[src/rtl/ex_alu_csr_unit_if.sv]
// Execute-stage bus for ex_alu_csr_unit: ALU operands/decode inputs, CSR access
// signals and every datapath/CSR output. clk and rst stay plain ports on the block.
interface ex_alu_csr_unit_if #(
  parameter int XLEN = 32
);
  logic [2:0]      alu_op;
  logic [2:0]      func3;
  logic            func7;
  logic [XLEN-1:0] op_a;
  logic [XLEN-1:0] op_b;
  logic            csr_sel;
  logic            csr_w_en;
  logic [11:0]     csr_w_addr;
  logic [XLEN-1:0] csr_w_data;
  logic [11:0]     csr_r_addr;
  logic [1:0]      priv_mode;
  logic [3:0]      alu_ctrl;
  logic [XLEN-1:0] alu_o;
  logic            br_mark;
  logic [XLEN-1:0] csr_r_data;
  logic [XLEN-1:0] result;
  logic [XLEN-1:0] o_mstatus;
  logic [XLEN-1:0] o_mtvec;
  logic [XLEN-1:0] o_mepc;
  logic [XLEN-1:0] o_mcause;
  logic [XLEN-1:0] o_mtval;
  logic [XLEN-1:0] o_satp;
  logic [XLEN-1:0] o_sepc;

  modport master (
    output alu_op, func3, func7, op_a, op_b, csr_sel, csr_w_en, csr_w_addr,
           csr_w_data, csr_r_addr, priv_mode,
    input  alu_ctrl, alu_o, br_mark, csr_r_data, result,
           o_mstatus, o_mtvec, o_mepc, o_mcause, o_mtval, o_satp, o_sepc
  );

  modport slave (
    input  alu_op, func3, func7, op_a, op_b, csr_sel, csr_w_en, csr_w_addr,
           csr_w_data, csr_r_addr, priv_mode,
    output alu_ctrl, alu_o, br_mark, csr_r_data, result,
           o_mstatus, o_mtvec, o_mepc, o_mcause, o_mtval, o_satp, o_sepc
  );
endinterface

[src/rtl/ex_alu_csr_unit.sv]
// Execute stage: ALU-control decode, 32-bit ALU with branch flag, M/S CSR file.
// Define CSR_PRIV_CHECK_EN to enforce privilege on CSR writes (off by default).
module ex_alu_csr_unit #(
  parameter int XLEN = 32
) (
  input logic                clk,
  input logic                rst,
  ex_alu_csr_unit_if.slave   bus
);

  localparam logic [3:0] C_ADD  = 4'd0;
  localparam logic [3:0] C_SUB  = 4'd1;
  localparam logic [3:0] C_SLL  = 4'd2;
  localparam logic [3:0] C_SLT  = 4'd3;
  localparam logic [3:0] C_SLTU = 4'd4;
  localparam logic [3:0] C_XOR  = 4'd5;
  localparam logic [3:0] C_SRL  = 4'd6;
  localparam logic [3:0] C_SRA  = 4'd7;
  localparam logic [3:0] C_OR   = 4'd8;
  localparam logic [3:0] C_AND  = 4'd9;
  localparam logic [3:0] C_BEQ  = 4'd10;
  localparam logic [3:0] C_BNE  = 4'd11;
  localparam logic [3:0] C_BLT  = 4'd12;
  localparam logic [3:0] C_BGE  = 4'd13;
  localparam logic [3:0] C_BLTU = 4'd14;
  localparam logic [3:0] C_BGEU = 4'd15;

  logic [3:0]      alu_ctrl_s;
  logic [XLEN-1:0] alu_s;
  logic            br_s;
  logic [4:0]      shamt_s;
  logic            wr_ok_s;
  logic            priv_ok_s;
  logic [XLEN-1:0] csr_rd_s;
  logic we_mstatus_s, we_mtvec_s, we_mepc_s, we_mcause_s, we_mtval_s, we_satp_s, we_sepc_s;
  logic [XLEN-1:0] mstatus_d, mtvec_d, mepc_d, mcause_d, mtval_d, satp_d, sepc_d;
  logic [XLEN-1:0] mstatus_q, mtvec_q, mepc_q, mcause_q, mtval_q, satp_q, sepc_q;

  // ALU-control decode from op class and funct fields
  always_comb begin
    alu_ctrl_s = C_ADD;
    case (bus.alu_op)
      3'b001: begin
        case (bus.func3)
          3'b001:  alu_ctrl_s = C_BNE;
          3'b100:  alu_ctrl_s = C_BLT;
          3'b101:  alu_ctrl_s = C_BGE;
          3'b110:  alu_ctrl_s = C_BLTU;
          3'b111:  alu_ctrl_s = C_BGEU;
          default: alu_ctrl_s = C_BEQ;
        endcase
      end
      3'b010, 3'b011: begin
        case (bus.func3)
          3'b000:  alu_ctrl_s = (bus.func7 && (bus.alu_op == 3'b010)) ? C_SUB : C_ADD;
          3'b001:  alu_ctrl_s = C_SLL;
          3'b010:  alu_ctrl_s = C_SLT;
          3'b011:  alu_ctrl_s = C_SLTU;
          3'b100:  alu_ctrl_s = C_XOR;
          3'b101:  alu_ctrl_s = bus.func7 ? C_SRA : C_SRL;
          3'b110:  alu_ctrl_s = C_OR;
          default: alu_ctrl_s = C_AND;
        endcase
      end
      default: alu_ctrl_s = C_ADD;
    endcase
  end

  assign shamt_s = bus.op_b[4:0];

  // Combinational ALU; branch codes report the compare outcome in bit 0
  always_comb begin
    br_s  = 1'b0;
    alu_s = {XLEN{1'b0}};
    case (alu_ctrl_s)
      C_ADD:   alu_s = bus.op_a + bus.op_b;
      C_SUB:   alu_s = bus.op_a - bus.op_b;
      C_SLL:   alu_s = bus.op_a << shamt_s;
      C_SLT:   alu_s = {{(XLEN-1){1'b0}}, ($signed(bus.op_a) < $signed(bus.op_b))};
      C_SLTU:  alu_s = {{(XLEN-1){1'b0}}, (bus.op_a < bus.op_b)};
      C_XOR:   alu_s = bus.op_a ^ bus.op_b;
      C_SRL:   alu_s = bus.op_a >> shamt_s;
      C_SRA:   alu_s = $unsigned($signed(bus.op_a) >>> shamt_s);
      C_OR:    alu_s = bus.op_a | bus.op_b;
      C_AND:   alu_s = bus.op_a & bus.op_b;
      C_BEQ:   br_s  = (bus.op_a == bus.op_b);
      C_BNE:   br_s  = (bus.op_a != bus.op_b);
      C_BLT:   br_s  = ($signed(bus.op_a) < $signed(bus.op_b));
      C_BGE:   br_s  = ($signed(bus.op_a) >= $signed(bus.op_b));
      C_BLTU:  br_s  = (bus.op_a < bus.op_b);
      default: br_s  = (bus.op_a >= bus.op_b);
    endcase
    if (alu_ctrl_s >= C_BEQ) begin
      alu_s = {{(XLEN-1){1'b0}}, br_s};
    end else begin
      alu_s = alu_s;
    end
  end

`ifdef CSR_PRIV_CHECK_EN
  // 0x3xx needs M-mode, 0x1xx needs S or M; only those ranges are implemented
  always_comb begin
    case (bus.csr_w_addr[11:8])
      4'h3:    priv_ok_s = (bus.priv_mode == 2'b11);
      4'h1:    priv_ok_s = (bus.priv_mode == 2'b11) || (bus.priv_mode == 2'b01);
      default: priv_ok_s = 1'b0;
    endcase
  end
`else
  logic unused_priv_s;
  assign unused_priv_s = ^bus.priv_mode;
  assign priv_ok_s     = 1'b1;
`endif

  assign wr_ok_s = bus.csr_w_en & priv_ok_s;

  // Per-register write enables; unimplemented addresses enable nothing
  always_comb begin
    we_mstatus_s = 1'b0;
    we_mtvec_s   = 1'b0;
    we_mepc_s    = 1'b0;
    we_mcause_s  = 1'b0;
    we_mtval_s   = 1'b0;
    we_satp_s    = 1'b0;
    we_sepc_s    = 1'b0;
    case (bus.csr_w_addr)
      12'h300: we_mstatus_s = wr_ok_s;
      12'h305: we_mtvec_s   = wr_ok_s;
      12'h341: we_mepc_s    = wr_ok_s;
      12'h342: we_mcause_s  = wr_ok_s;
      12'h343: we_mtval_s   = wr_ok_s;
      12'h180: we_satp_s    = wr_ok_s;
      12'h141: we_sepc_s    = wr_ok_s;
      default: we_mstatus_s = 1'b0;
    endcase
  end

  // Next-state values; exception PCs are kept word aligned
  always_comb begin
    mstatus_d = we_mstatus_s ? bus.csr_w_data : mstatus_q;
    mtvec_d   = we_mtvec_s   ? bus.csr_w_data : mtvec_q;
    mepc_d    = we_mepc_s    ? {bus.csr_w_data[XLEN-1:2], 2'b00} : mepc_q;
    mcause_d  = we_mcause_s  ? bus.csr_w_data : mcause_q;
    mtval_d   = we_mtval_s   ? bus.csr_w_data : mtval_q;
    satp_d    = we_satp_s    ? bus.csr_w_data : satp_q;
    sepc_d    = we_sepc_s    ? {bus.csr_w_data[XLEN-1:2], 2'b00} : sepc_q;
  end

  // CSR state; reset wins over a same-cycle write
  always_ff @(posedge clk) begin
    if (rst) begin
      mstatus_q <= {XLEN{1'b0}};
      mtvec_q   <= {XLEN{1'b0}};
      mepc_q    <= {XLEN{1'b0}};
      mcause_q  <= {XLEN{1'b0}};
      mtval_q   <= {XLEN{1'b0}};
      satp_q    <= {XLEN{1'b0}};
      sepc_q    <= {XLEN{1'b0}};
    end else begin
      mstatus_q <= mstatus_d;
      mtvec_q   <= mtvec_d;
      mepc_q    <= mepc_d;
      mcause_q  <= mcause_d;
      mtval_q   <= mtval_d;
      satp_q    <= satp_d;
      sepc_q    <= sepc_d;
    end
  end

  // Combinational read from registered state, so a same-cycle write is not seen
  always_comb begin
    case (bus.csr_r_addr)
      12'h300: csr_rd_s = mstatus_q;
      12'h305: csr_rd_s = mtvec_q;
      12'h341: csr_rd_s = mepc_q;
      12'h342: csr_rd_s = mcause_q;
      12'h343: csr_rd_s = mtval_q;
      12'h180: csr_rd_s = satp_q;
      12'h141: csr_rd_s = sepc_q;
      default: csr_rd_s = {XLEN{1'b0}};
    endcase
  end

  assign bus.alu_ctrl   = alu_ctrl_s;
  assign bus.alu_o      = alu_s;
  assign bus.br_mark    = br_s;
  assign bus.csr_r_data = csr_rd_s;
  assign bus.result     = bus.csr_sel ? csr_rd_s : alu_s;
  assign bus.o_mstatus  = mstatus_q;
  assign bus.o_mtvec    = mtvec_q;
  assign bus.o_mepc     = mepc_q;
  assign bus.o_mcause   = mcause_q;
  assign bus.o_mtval    = mtval_q;
  assign bus.o_satp     = satp_q;
  assign bus.o_sepc     = sepc_q;

endmodule

[src/flat_wrapper.sv]
// flat-port wrapper written by rule: the top's interface ports become plain ports
module ex_alu_csr_unit_flat 
#(
  parameter int XLEN = 32
)
  (clk, rst, bus_alu_op, bus_func3, bus_func7, bus_op_a, bus_op_b, bus_csr_sel, bus_csr_w_en, bus_csr_w_addr, bus_csr_w_data, bus_csr_r_addr, bus_priv_mode, bus_alu_ctrl, bus_alu_o, bus_br_mark, bus_csr_r_data, bus_result, bus_o_mstatus, bus_o_mtvec, bus_o_mepc, bus_o_mcause, bus_o_mtval, bus_o_satp, bus_o_sepc);
  ex_alu_csr_unit_if #(.XLEN(XLEN)) bus_i ();
  input logic clk;
  input logic rst;
  input wire logic [$bits(bus_i.alu_op)-1:0] bus_alu_op;
  input wire logic [$bits(bus_i.func3)-1:0] bus_func3;
  input wire logic [$bits(bus_i.func7)-1:0] bus_func7;
  input wire logic [$bits(bus_i.op_a)-1:0] bus_op_a;
  input wire logic [$bits(bus_i.op_b)-1:0] bus_op_b;
  input wire logic [$bits(bus_i.csr_sel)-1:0] bus_csr_sel;
  input wire logic [$bits(bus_i.csr_w_en)-1:0] bus_csr_w_en;
  input wire logic [$bits(bus_i.csr_w_addr)-1:0] bus_csr_w_addr;
  input wire logic [$bits(bus_i.csr_w_data)-1:0] bus_csr_w_data;
  input wire logic [$bits(bus_i.csr_r_addr)-1:0] bus_csr_r_addr;
  input wire logic [$bits(bus_i.priv_mode)-1:0] bus_priv_mode;
  output wire logic [$bits(bus_i.alu_ctrl)-1:0] bus_alu_ctrl;
  output wire logic [$bits(bus_i.alu_o)-1:0] bus_alu_o;
  output wire logic [$bits(bus_i.br_mark)-1:0] bus_br_mark;
  output wire logic [$bits(bus_i.csr_r_data)-1:0] bus_csr_r_data;
  output wire logic [$bits(bus_i.result)-1:0] bus_result;
  output wire logic [$bits(bus_i.o_mstatus)-1:0] bus_o_mstatus;
  output wire logic [$bits(bus_i.o_mtvec)-1:0] bus_o_mtvec;
  output wire logic [$bits(bus_i.o_mepc)-1:0] bus_o_mepc;
  output wire logic [$bits(bus_i.o_mcause)-1:0] bus_o_mcause;
  output wire logic [$bits(bus_i.o_mtval)-1:0] bus_o_mtval;
  output wire logic [$bits(bus_i.o_satp)-1:0] bus_o_satp;
  output wire logic [$bits(bus_i.o_sepc)-1:0] bus_o_sepc;
  assign bus_i.alu_op = bus_alu_op;
  assign bus_i.func3 = bus_func3;
  assign bus_i.func7 = bus_func7;
  assign bus_i.op_a = bus_op_a;
  assign bus_i.op_b = bus_op_b;
  assign bus_i.csr_sel = bus_csr_sel;
  assign bus_i.csr_w_en = bus_csr_w_en;
  assign bus_i.csr_w_addr = bus_csr_w_addr;
  assign bus_i.csr_w_data = bus_csr_w_data;
  assign bus_i.csr_r_addr = bus_csr_r_addr;
  assign bus_i.priv_mode = bus_priv_mode;
  assign bus_alu_ctrl = bus_i.alu_ctrl;
  assign bus_alu_o = bus_i.alu_o;
  assign bus_br_mark = bus_i.br_mark;
  assign bus_csr_r_data = bus_i.csr_r_data;
  assign bus_result = bus_i.result;
  assign bus_o_mstatus = bus_i.o_mstatus;
  assign bus_o_mtvec = bus_i.o_mtvec;
  assign bus_o_mepc = bus_i.o_mepc;
  assign bus_o_mcause = bus_i.o_mcause;
  assign bus_o_mtval = bus_i.o_mtval;
  assign bus_o_satp = bus_i.o_satp;
  assign bus_o_sepc = bus_i.o_sepc;
  ex_alu_csr_unit #(.XLEN(XLEN)) u_core (.clk(clk), .rst(rst), .bus(bus_i));
endmodule
[config.mk]
export PLATFORM = sky130hd
export DESIGN_NAME = ex_alu_csr_unit_flat
export DESIGN_NICKNAME = d
export VERILOG_FILES = /design/src/rtl/ex_alu_csr_unit_if.sv /design/src/rtl/ex_alu_csr_unit.sv /design/src/flat_wrapper.sv
export SDC_FILE = /design/constraint.sdc
export NUM_CORES = 1
export LEC_CHECK = 0
export CAP_MARGIN = 20
export CORE_MARGIN = 2
export CORE_UTILIZATION = 45
export CTS_CLUSTER_SIZE = 12
export DETAILED_ROUTE_END_ITERATION = 6
export DONT_BUFFER_PORTS = 1
export GPL_TIMING_DRIVEN = 0
export PLACE_DENSITY = 0.67
export SLEW_MARGIN = 15
export SYNTH_ARGS = -nofsm -noshare
export SYNTH_HDL_FRONTEND = slang
export SYNTH_SLANG_ARGS = --single-unit
[constraint.sdc]
create_clock -name clk -period 8.1 [get_ports clk]
set_input_delay 0.81 -clock clk [delete_from_list [all_inputs] [get_ports clk]]
set_output_delay 0.81 -clock clk [all_outputs]
set_load 0.1 [all_outputs]
==> insert_results.sql <==
INSERT INTO impl_metrics (metric_group, metric, value, unit) VALUES
('worst_setup_path', 'worst_setup_path_start_kind', 'input pin', ''),
('finish', 'syn_to_final_growth', '11.71', '%'),
('timing', 'timing_hold_violations_final', '0', ''),
('global_routing', 'grt_start_max_net_pins', '13', ''),
('clock_tree', 'cts.repair.resized', '0', ''),
('pwr', 'worst_ir_drop_vdd', '0.1776', 'mV'),
('clock_tree', 'hold_buffers', '0', ''),
('run', 'max_cap_violation_count', '0', ''),
('logic_synthesis', 'syn-mean-instance-area', '7.269', 'um2'),
('logic_synthesis', 'synth.cell_area', '19210', 'um2'),
('finish', 'design.final.nets', '2943', ''),
('pwr', 'internal_power_contribution', '2041', 'uW'),
('clock_tree', 'cts_inserted_buffers', '24', ''),
('placement', 'place_inst', '3219', ''),
('finish', 'postLayoutCoreUtil', '0.5105', ''),
('timing', 'timing.final.setup_violations', '0', ''),
('floorplan', 'floorplan.die_area', '44360', 'um2'),
('global_routing', 'grt_pass1_vias', '21570', ''),
('pwr', 'power.total', '3518', 'uW'),
('pwr', 'power.share.clock', '0.307', ''),
('global_routing', 'grt_overflow_total', '0', ''),
('logic_synthesis', 'ys_dominant_reg_cell', 'sky130_fd_sc_hd__dfxtp_1', ''),
('clock_tree', 'ctsRootBufferMaster', 'sky130_fd_sc_hd__clkbuf_16', ''),
('global_routing', 'grt_first_pass_wirelength', '156.6', 'mm'),
('routing', 'count_of_vias_placed_by_the_detailed_router', '23150', ''),
('timing', 'finalCriticalPeriod', '7701', 'ps'),
('timing', 'slew_viol_final', '0', ''),
('finish', 'num-fill-cells', '4219', ''),
('placement', 'port-buffer-count', '0', ''),
('routing', 'post-route-drc-count', '0', ''),
('routing', 'drt-initial-drc-count', '3221', ''),
('logic_synthesis', 'synthCells', '2643', ''),
('status', 'status', 'finished clean', ''),
('logic_synthesis', 'synth_top_cell_area_share', '0.2293', ''),
('finish', 'non_filler_cells_in_the_finished_layout', '3264', ''),
('clock_tree', 'cts-root-to-sink-buffers', '3', ''),
('logic_synthesis', 'seq_area_frac_synth', '0.2293', ''),
('timing', 'timing.fmax', '129.9', 'MHz'),
('timing', 'transition_time_at_the_pin_with_the_least_slew_margin', '1217', 'ps'),
('placement', 'place_congestion', '1.086', ''),
('pwr', 'powerDensity', '163.9', 'nW/um2'),
('placement', 'detailedPlacementHpwl', '89.94', 'mm'),
('finish', 'drive_above_1_share', '0.09071', ''),
('clock_tree', 'clock_insertion_delay_worst_skew', '550', 'ps'),
('routing', 'avgViaCountPerCell', '7.091', ''),
('timing', 'finalClockSkew', '0', 'ps'),
('logic_synthesis', 'synth_seq_cells', '220', ''),
('logic_synthesis', 'synth_largest_area_cell', 'sky130_fd_sc_hd__dfxtp_1', ''),
('finish', 'most_frequent_cells_in_the_layout', '603 x sky130_fd_sc_hd__nand2_1, 340 x sky130_fd_sc_hd__a21oi_1, 220 x sky130_fd_sc_hd__dfxtp_1', ''),
('worst_setup_path', 'cp_data_required_time', '7290', 'ps'),
('worst_setup_path', 'cp-end-kind', 'output pin', ''),
('worst_setup_path', 'critical_path_peak_fanout', '11', ''),
('finish', 'mostFrequentLayoutCell', 'sky130_fd_sc_hd__nand2_1', ''),
('floorplan', 'initial_core_util', '0.4570', ''),
('floorplan', 'placementRows', '75', ''),
('routing', 'wl_cell', '34.22', 'um'),
('logic_synthesis', 'synth_enable_flop_cells', '0', ''),
('floorplan', 'die_height', '210.6', 'um'),
('clock_tree', 'post-cts-setup-buffer-count', '0', ''),
('worst_setup_path', 'worstPathArrival', '6890', 'ps'),
('clock_tree', 'cts_tree', 'built', ''),
('worst_setup_path', 'worst-r2r-setup-slack', '6610', 'ps'),
('logic_synthesis', 'ys.warnings.count', '0', ''),
('logic_synthesis', 'yosys.cell_types.count', '96', ''),
('logic_synthesis', 'synth-async-reset-ratio', '0', ''),
('global_routing', 'gr-usage-all-layers', '0.4835', ''),
('floorplan', 'die_x', '210.6', 'um'),
('worst_setup_path', 'crit_type', 'input pin to output pin', ''),
('placement', 'dp_worst_setup_slack', '463.1', 'ps'),
('logic_synthesis', 'synth.top_cells.by_area', 'sky130_fd_sc_hd__dfxtp_1 23%, sky130_fd_sc_hd__nand2_1 12%, sky130_fd_sc_hd__a21oi_1 8.9%', ''),
('floorplan', 'core_area', '42040', 'um2');
-- layout make-up --
type	count	area, um2	area share
diodes	2	5.005	0.0002332
clock inverters	3	21.27	0.0009911
well taps	539	674.4	0.03142
repair buffers	39	586.8	0.02734
plain buffers	218	919.6	0.04285
multi-input cells	2106	13740	0.6404
clock buffers	35	723.2	0.03370
inverters	102	382.9	0.01784
flip-flops and latches	220	4404	0.2052
-- power by group through the flow --
stage	logic (uW)	registers (uW)	clock network, uW
floorplan	930	1110	0
global placement	1230	1110	0
detailed placement	1310	1110	0
CTS	1310	1080	1070
global route	1390	1080	1110
finish	1360	1080	1080
-- state kept, by name, indices dropped and copies added, names as in the netlist --
name / count
u_core.bus.o_mcause: 32
u_core.bus.o_mstatus: 32
u_core.bus.o_mtval: 32
u_core.bus.o_mtvec: 32
u_core.bus.o_satp: 32
u_core.bus.o_mepc: 30
u_core.bus.o_sepc: 30
-- Yosys cell counts, types with 7 or more instances --
cell type / count
sky130_fd_sc_hd__buf_1: 18
sky130_fd_sc_hd__o211ai_1: 39
sky130_fd_sc_hd__mux4_2: 39
sky130_fd_sc_hd__mux2_2: 49
sky130_fd_sc_hd__a221oi_1: 14
sky130_fd_sc_hd__nor2_1: 164
sky130_fd_sc_hd__buf_2: 24
sky130_fd_sc_hd__a31oi_1: 27
sky130_fd_sc_hd__a211o_1: 8
sky130_fd_sc_hd__and3_1: 13
sky130_fd_sc_hd__clkbuf_1: 161
sky130_fd_sc_hd__and2_1: 14
sky130_fd_sc_hd__nor2b_1: 15
sky130_fd_sc_hd__dfxtp_1: 220
sky130_fd_sc_hd__o31ai_1: 15
sky130_fd_sc_hd__ha_1: 97
sky130_fd_sc_hd__o21ai_0: 84
sky130_fd_sc_hd__a21boi_0: 7
sky130_fd_sc_hd__a211oi_1: 40
sky130_fd_sc_hd__a22oi_1: 7
sky130_fd_sc_hd__nor4_1: 19
sky130_fd_sc_hd__mux2i_1: 129
sky130_fd_sc_hd__nand3_1: 24
sky130_fd_sc_hd__or2_2: 7
sky130_fd_sc_hd__buf_4: 11
sky130_fd_sc_hd__xnor2_1: 9
sky130_fd_sc_hd__o21bai_1: 17
sky130_fd_sc_hd__nand2b_1: 13
sky130_fd_sc_hd__o21ai_1: 18
sky130_fd_sc_hd__a21oi_1: 340
sky130_fd_sc_hd__inv_1: 93
sky130_fd_sc_hd__o22ai_1: 17
sky130_fd_sc_hd__a221o_1: 38
sky130_fd_sc_hd__o221ai_1: 36
sky130_fd_sc_hd__a2111oi_0: 11
sky130_fd_sc_hd__inv_2: 8
sky130_fd_sc_hd__o21a_1: 10
sky130_fd_sc_hd__a21o_1: 22
sky130_fd_sc_hd__nand4_1: 10
sky130_fd_sc_hd__nor3_1: 36
sky130_fd_sc_hd__nand2_1: 603
-- critical path, cell delays in order --
cell	delay (ps)
sky130_fd_sc_hd__clkbuf_1	280
sky130_fd_sc_hd__inv_1	330
sky130_fd_sc_hd__clkbuf_1	580
sky130_fd_sc_hd__clkbuf_1	500
sky130_fd_sc_hd__ha_1	330
sky130_fd_sc_hd__buf_4	160
sky130_fd_sc_hd__nor2_1	160
sky130_fd_sc_hd__o21ai_0	110
sky130_fd_sc_hd__a21oi_1	500
sky130_fd_sc_hd__o21ai_0	370
sky130_fd_sc_hd__o311ai_1	830
sky130_fd_sc_hd__a221oi_1	220
sky130_fd_sc_hd__o221a_2	330
sky130_fd_sc_hd__o21ai_4	680
sky130_fd_sc_hd__mux2_2	690
-- logic make-up after synthesis --
kind of cell,after synthesis,synth area share
simple gates,955,0.2116
compound gates,820,0.2791
buf+inv,320,0.06780
flops,220,0.2293
mux,218,0.1422
fa+ha+maj,99,0.06526
xor+xnor,10,0.004559
other cells,1,0.0001952
-- final timing paths --
check | start | end | cells after the start
worst max-delay path | bus_op_b[3] | bus_result[30] | 15
worst min-delay path | bus_csr_w_data[28] | u_core.bus.o_mcause[28] | 2
worst max register to register | u_core.bus.o_satp[12] | u_core.bus.o_satp[12] | 2
worst min register to register | u_core.bus.o_satp[11] | u_core.bus.o_satp[11] | 2
-- per-stage QoR --
stage               TNS [ps]  instance area [um2]
floorplan                  0                19220
global placement       -3355                19900
detailed placement         0                20660
CTS                        0                21400
global route               0                21460
finish                     0                21460
-- layer usage --
layer | share of wire | track usage
met5 | 0.00025 | 0
met4 | 0.094 | 0.3691
met3 | 0.12 | 0.1380
met2 | 0.43 | 0.7507
met1 | 0.35 | 0.5652
(Power assumes the default switching activity.)
